==> src/rtl/pwm_pkg.sv <==
// Shared constants, counter-direction type and MAX derivation for the PWM DAC.
package pwm_pkg;

   localparam int unsigned PWM_DEF_WIDTH    = 8;
   localparam int unsigned PWM_DEF_PRESCALE = 1;

   typedef enum logic {
      DIR_UP   = 1'b0,
      DIR_DOWN = 1'b1
   } pwm_dir_e;

   function automatic int unsigned pwm_max(input int unsigned width);
      return (32'd1 << width) - 32'd1;
   endfunction

endpackage

==> src/rtl/pwm_prescaler.sv <==
// Clock-enable divider: emits one tick every PRESCALE enabled clk cycles.
module pwm_prescaler
   import pwm_pkg::*;
#(
   parameter int unsigned PRESCALE = PWM_DEF_PRESCALE
) (
   input  logic clk,
   input  logic rst,
   input  logic en,
   output logic tick
);

   localparam int unsigned   PW   = (PRESCALE > 1) ? $clog2(PRESCALE) : 1;
   localparam logic [PW-1:0] LAST = PW'(PRESCALE - 1);

   logic [PW-1:0] presc_q, presc_d;

   always_comb begin
      presc_d = presc_q;
      if (en) begin
         presc_d = (presc_q == LAST) ? '0 : presc_q + PW'(1);
      end
   end

   always_ff @(posedge clk or negedge rst) begin
      if (!rst) presc_q <= '0;
      else      presc_q <= presc_d;
   end

   assign tick = en && (presc_q == LAST);

endmodule

==> src/rtl/pwm_dac.sv <==
// Double-buffered sample-to-PWM converter with a once-per-period sample request.
// PWM_CENTER_ALIGNED_EN selects an up/down (center-aligned) counter instead of a sawtooth.
module pwm_dac
   import pwm_pkg::*;
#(
   parameter int unsigned WIDTH    = PWM_DEF_WIDTH,
   parameter int unsigned PRESCALE = PWM_DEF_PRESCALE
) (
   input  logic             clk,
   input  logic             rst,
   input  logic             en,
   input  logic [WIDTH-1:0] sample_in,
   input  logic             sample_valid,
   output logic             sample_ready,
   output logic             pwm_out,
   output logic             period_start,
   output logic [WIDTH-1:0] duty_q
);

   localparam logic [WIDTH-1:0] MAX_M1 = WIDTH'(pwm_max(WIDTH) - 1);

   logic             tick;
   logic             boundary;
   logic [WIDTH-1:0] cnt_q, cnt_d;
   logic [WIDTH-1:0] duty_cur_q, duty_cur_d;
   logic [WIDTH-1:0] shadow_q, shadow_d;
   logic             full_q, full_d;
   logic             pwm_q, pwm_d;
   logic             pstart_q;

   pwm_prescaler #(.PRESCALE(PRESCALE)) u_presc (
      .clk  (clk),
      .rst  (rst),
      .en   (en),
      .tick (tick)
   );

`ifdef PWM_CENTER_ALIGNED_EN
   pwm_dir_e dir_q, dir_d;

   always_ff @(posedge clk or negedge rst) begin
      if (!rst) dir_q <= DIR_UP;
      else      dir_q <= dir_d;
   end

   // Boundary is the DOWN->UP turn, so a period is 0..MAX..1.
   always_comb begin
      dir_d    = dir_q;
      cnt_d    = cnt_q;
      boundary = 1'b0;
      if (tick) begin
         case (dir_q)
            DIR_UP: begin
               cnt_d = cnt_q + 1'b1;
               if (cnt_q == MAX_M1) dir_d = DIR_DOWN;
            end
            DIR_DOWN: begin
               cnt_d = cnt_q - 1'b1;
               if (cnt_q == WIDTH'(1)) begin
                  dir_d    = DIR_UP;
                  boundary = 1'b1;
               end
            end
            default: dir_d = DIR_UP;
         endcase
      end
   end
`else
   always_comb begin
      cnt_d    = cnt_q;
      boundary = 1'b0;
      if (tick) begin
         if (cnt_q == MAX_M1) begin
            cnt_d    = '0;
            boundary = 1'b1;
         end else begin
            cnt_d = cnt_q + 1'b1;
         end
      end
   end
`endif

   // A full shadow blocks new transfers, so a boundary load and a transfer never collide.
   always_comb begin
      duty_cur_d = duty_cur_q;
      shadow_d   = shadow_q;
      full_d     = full_q;
      if (boundary && full_q) begin
         duty_cur_d = shadow_q;
         full_d     = 1'b0;
      end else if (sample_valid && !full_q) begin
         shadow_d = sample_in;
         full_d   = 1'b1;
      end
      pwm_d = en && (cnt_q < duty_cur_q);
   end

   always_ff @(posedge clk or negedge rst) begin
      if (!rst) begin
         cnt_q      <= '0;
         duty_cur_q <= '0;
         shadow_q   <= '0;
         full_q     <= 1'b0;
         pwm_q      <= 1'b0;
         pstart_q   <= 1'b0;
      end else begin
         cnt_q      <= cnt_d;
         duty_cur_q <= duty_cur_d;
         shadow_q   <= shadow_d;
         full_q     <= full_d;
         pwm_q      <= pwm_d;
         pstart_q   <= boundary;
      end
   end

   assign sample_ready = !full_q;
   assign pwm_out      = pwm_q;
   assign period_start = pstart_q;
   assign duty_q       = duty_cur_q;

endmodule

==> config.mk <==
export PLATFORM = sky130hd
export DESIGN_NAME = pwm_dac
export DESIGN_NICKNAME = d
export VERILOG_FILES = /design/src/rtl/pwm_pkg.sv /design/src/rtl/pwm_prescaler.sv /design/src/rtl/pwm_dac.sv
export SDC_FILE = /design/constraint.sdc
export NUM_CORES = 1
export LEC_CHECK = 0
export BUFFER_PORTS_ARGS = -buffer_cell sky130_fd_sc_hd__buf_2
export CAP_MARGIN = 20
export CORE_ASPECT_RATIO = 1.25
export CORE_MARGIN = 10
export CORE_UTILIZATION = 50
export DETAILED_ROUTE_END_ITERATION = 10
export PLACE_DENSITY_LB_ADDON = 0.05
export REMOVE_ABC_BUFFERS = 1
export SYNTH_ARGS = -nofsm -noshare
export SYNTH_HDL_FRONTEND = slang
export SYNTH_SLANG_ARGS = --single-unit
==> constraint.sdc <==
create_clock -name clk -period 2.5 [get_ports clk]
set_input_delay 0.375 -clock clk [delete_from_list [all_inputs] [get_ports clk]]
set_output_delay 0.375 -clock clk [all_outputs]
set_load 0.05 [all_outputs]
==> metrics <==
final WL=2619 µm; Detailed Route Iter0 Violations=36; row cnt=21; Worst R2R End=duty_q[3]$_DFFE_PN0P_; drt drc=0; Min Hold Slack=0.03561 ns; Die X=66.65 µm; max cap viols=0; fill cell total of the finished layout=235; DPL Wire Length=2044 µm; setup TNS=0 ns; pwr/cell area=848.5 mW/mm²; Max transition margin=0.5830; Worst EP arrival=2.27 ns; later-pin clock latency in the skew report=0.32 ns; DR pass1 iterations=4; clk_skew=0.005884 ns; WL per Instance=15.41 µm; clock-pin slew on the worst setup and hold paths=0.14 ns; hold_buf cts=0; Post-Place Cell Area=0.001494 mm²; Slew Limit Fails=0; Final ANT Viol Nets=0; vias in the first global route=978; maximum vdd drop=0.4907 mV; Setup crit end kind=flip-flop; # clock sinks=27; Die Area=0.005219 mm²; CP cell instances=inv_1 > ha_1 > nand3_1 > or4_4 > mux2_4; vias per cell=5.541; cell area after synthesis=0.001360 mm²; YS warnings=0; Yosys reg bits=27; CTS tree=built; Worst path slowest cell=or4_4; fin area=0.001520 mm²; share of layout cells above drive strength 1=0.3235; Clock Tree Buf Depth=2; RR Startpoint=cnt_q[0]$_DFFE_PN0P_; RSZ-0062 raised after global routing=no; Net count, final=158; Area Overhead vs Synth=11.78%; post-CTS sizing=0; status=finished, final reports clean; RD Place Congestion=0.7989; hold crit path type=in2async; worst reg-to-reg setup slack=0.45 ns; Final setup viols=0; gr usage total=0.1054; CTS Root Cell=clkbuf_4; Num CTS Buffers=3; synthesized instance count=113; Worst R2R Path Depth=5; maximum clock frequency=0.4866 GHz; Die Y=78.31 µm; vias=942; max incr delay on CP=0.65 ns; final hold vios=0; Worst Path Class, Setup=reg2reg; PortBufs=22; Data required, critical path=2.72 ns; register area share after synthesis=0.4968; Final Cycle Share=0.8220; largest net degree at the start of global routing=28; Initial Util=0.5125; num ports=23; setup repair bufs after CTS=0; Lkg Pwr=0.7395 nW; H-tree Lvls=1; Worst Max-Slew Pin Slew=0.6242 ns; CP Max Fanout=9; diode count=0; minimum clock period=2.055 ns; Overflow after GRT=0; global-route wire length before repair=4347 µm; antenna violations before repair=0; syn_area_per_cell=12.04 µm²; CP Launch Type=flip-flop; Distinct cells, synth=33; Core ar.=0.002654 mm²
-- registers in the layout (all words and copies together) (netlist names) --
signal	count
cnt_q	8
duty_q	8
pwm_out	1
shadow_q	8
full_q	1
period_start	1
-- worst max-delay path, delay by kind of cell (launching register included) --
kind	cells	cell delay, ns
and+or+nand+nor	2	0.86
adders and majority gates	1	0.22
buffers and inverters	1	0.11
DFF	1	0.44
muxes	1	0.33
-- synthesized netlist by cell type --
master | count | area (µm²)
nor2b_1 | 1 | 6.260
o211ai_1 | 2 | 15.01
nand2b_1 | 2 | 12.51
dfrtp_1 | 27 | 675.7
a31oi_1 | 1 | 6.260
clkbuf_1 | 2 | 7.510
nand3_2 | 1 | 10.01
a41oi_1 | 1 | 8.760
xor2_1 | 1 | 8.760
nand4_1 | 3 | 18.77
o2111a_1 | 1 | 11.26
ha_1 | 9 | 112.6
or3_1 | 1 | 6.260
mux2_4 | 8 | 120.1
inv_1 | 12 | 45.04
or4_4 | 1 | 11.26
nand2_1 | 4 | 15.01
o31ai_1 | 3 | 22.52
nor2_1 | 2 | 7.510
nand3_1 | 5 | 25.02
o21bai_1 | 1 | 7.510
nor3b_1 | 1 | 7.510
o21ai_0 | 4 | 20.02
o22ai_1 | 1 | 6.260
mux2_2 | 9 | 101.4
buf_6 | 1 | 11.26
nor3_1 | 3 | 15.01
a211oi_1 | 1 | 7.510
a221oi_1 | 1 | 8.760
o311ai_0 | 1 | 8.760
a21oi_1 | 1 | 5.000
o21a_1 | 1 | 7.510
a21o_1 | 1 | 7.510
-- worst max-delay path by stage --
stage	startpoint	endpoint	slack (ns)	cells after the start
after global placement	cnt_q[0]$_DFFE_PN0P_	duty_q[1]$_DFFE_PN0P_	0.55	5
final	cnt_q[0]$_DFFE_PN0P_	duty_q[3]$_DFFE_PN0P_	0.45	5
after global routing	cnt_q[0]$_DFFE_PN0P_	duty_q[6]$_DFFE_PN0P_	0.34	5
after detailed placement	cnt_q[0]$_DFFE_PN0P_	duty_q[3]$_DFFE_PN0P_	0.48	5
after floorplan	cnt_q[0]$_DFFE_PN0P_	duty_q[0]$_DFFE_PN0P_	0.65	5
after CTS	cnt_q[0]$_DFFE_PN0P_	duty_q[3]$_DFFE_PN0P_	0.46	5
-- per-layer routing --
| metal | up-vias | wire, µm | track usage | part of all wire |
|---|---|---|---|---|
| li1 | 459 | - | - | - |
| met1 | 447 | 1082 | 0.1195 | 0.41 |
| met2 | 30 | 1313 | 0.1635 | 0.50 |
| met3 | 6 | 173 | 0.03977 | 0.066 |
| met4 | 0 | 50 | 0.06092 | 0.019 |
| met5 | - | 0 | 0 | 0 |
-- report_power, final --
part | leakage, nW | internal [mW] | switching, mW | total (mW)
Clock | 0.0150 | 0.0624 | 0.121 | 0.183
Sequential | 0.336 | 0.522 | 0.116 | 0.638
Combinational | 0.388 | 0.192 | 0.276 | 0.468
Total | 0.739 | 0.777 | 0.513 | 1.29
-- final cells by class --
cell class | count | area, µm² | area share
multi-input combinational | 71 | 620.6 | 0.4082
sequential | 27 | 675.6 | 0.4444
clock buffer | 4 | 26.28 | 0.01728
inverter | 12 | 45.04 | 0.02963
timing repair buffer | 22 | 110.1 | 0.07243
tap | 34 | 42.54 | 0.02798
-- stage by stage --
step | worst slack (ns) | total power [mW] | instances | util
floorplan | 0.6533 | 0.9746 | 110 | -
CTS | 0.4574 | 1.303 | 170 | 0.5728
global route | 0.3367 | 1.397 | 170 | 0.5728
detailed placement | 0.4845 | 1.120 | 166 | 0.5629
global placement | 0.5510 | 1.098 | 166 | 0.5629
finish | 0.4451 | 1.290 | 170 | 0.5728
-- cells in the final DEF, fill, tap and decap left out, types with 2 or more instances in the layout --
master / synthesis / layout
dfrtp_1: 27 / 27
buf_2: 0 / 22
inv_1: 12 / 12
mux2_2: 9 / 9
ha_1: 9 / 9
mux2_4: 8 / 8
nand3_1: 5 / 5
nand2_1: 4 / 4
o21ai_0: 4 / 4
nor3_1: 3 / 3
o31ai_1: 3 / 3
nand4_1: 3 / 3
clkbuf_4: 0 / 3
o211ai_1: 2 / 2
nand2b_1: 2 / 2
nor2_1: 2 / 2
-- kinds of logic (layout without fill, tap and decap cells) --
logic type	count (synthesis)	after routing	share of synthesized area
multiplexers	17	17	0.1628
flip-flops	27	27	0.4968
adder cells (fa/ha/maj)	9	9	0.08280
buffers and inverters	15	38	0.04692
AND/OR/NAND/NOR	24	24	0.09936
XOR/XNOR	1	1	0.006441
AO/OA/AOI/OAI	20	20	0.1049
No activity file was read; power rests on OpenSTA's default activity.
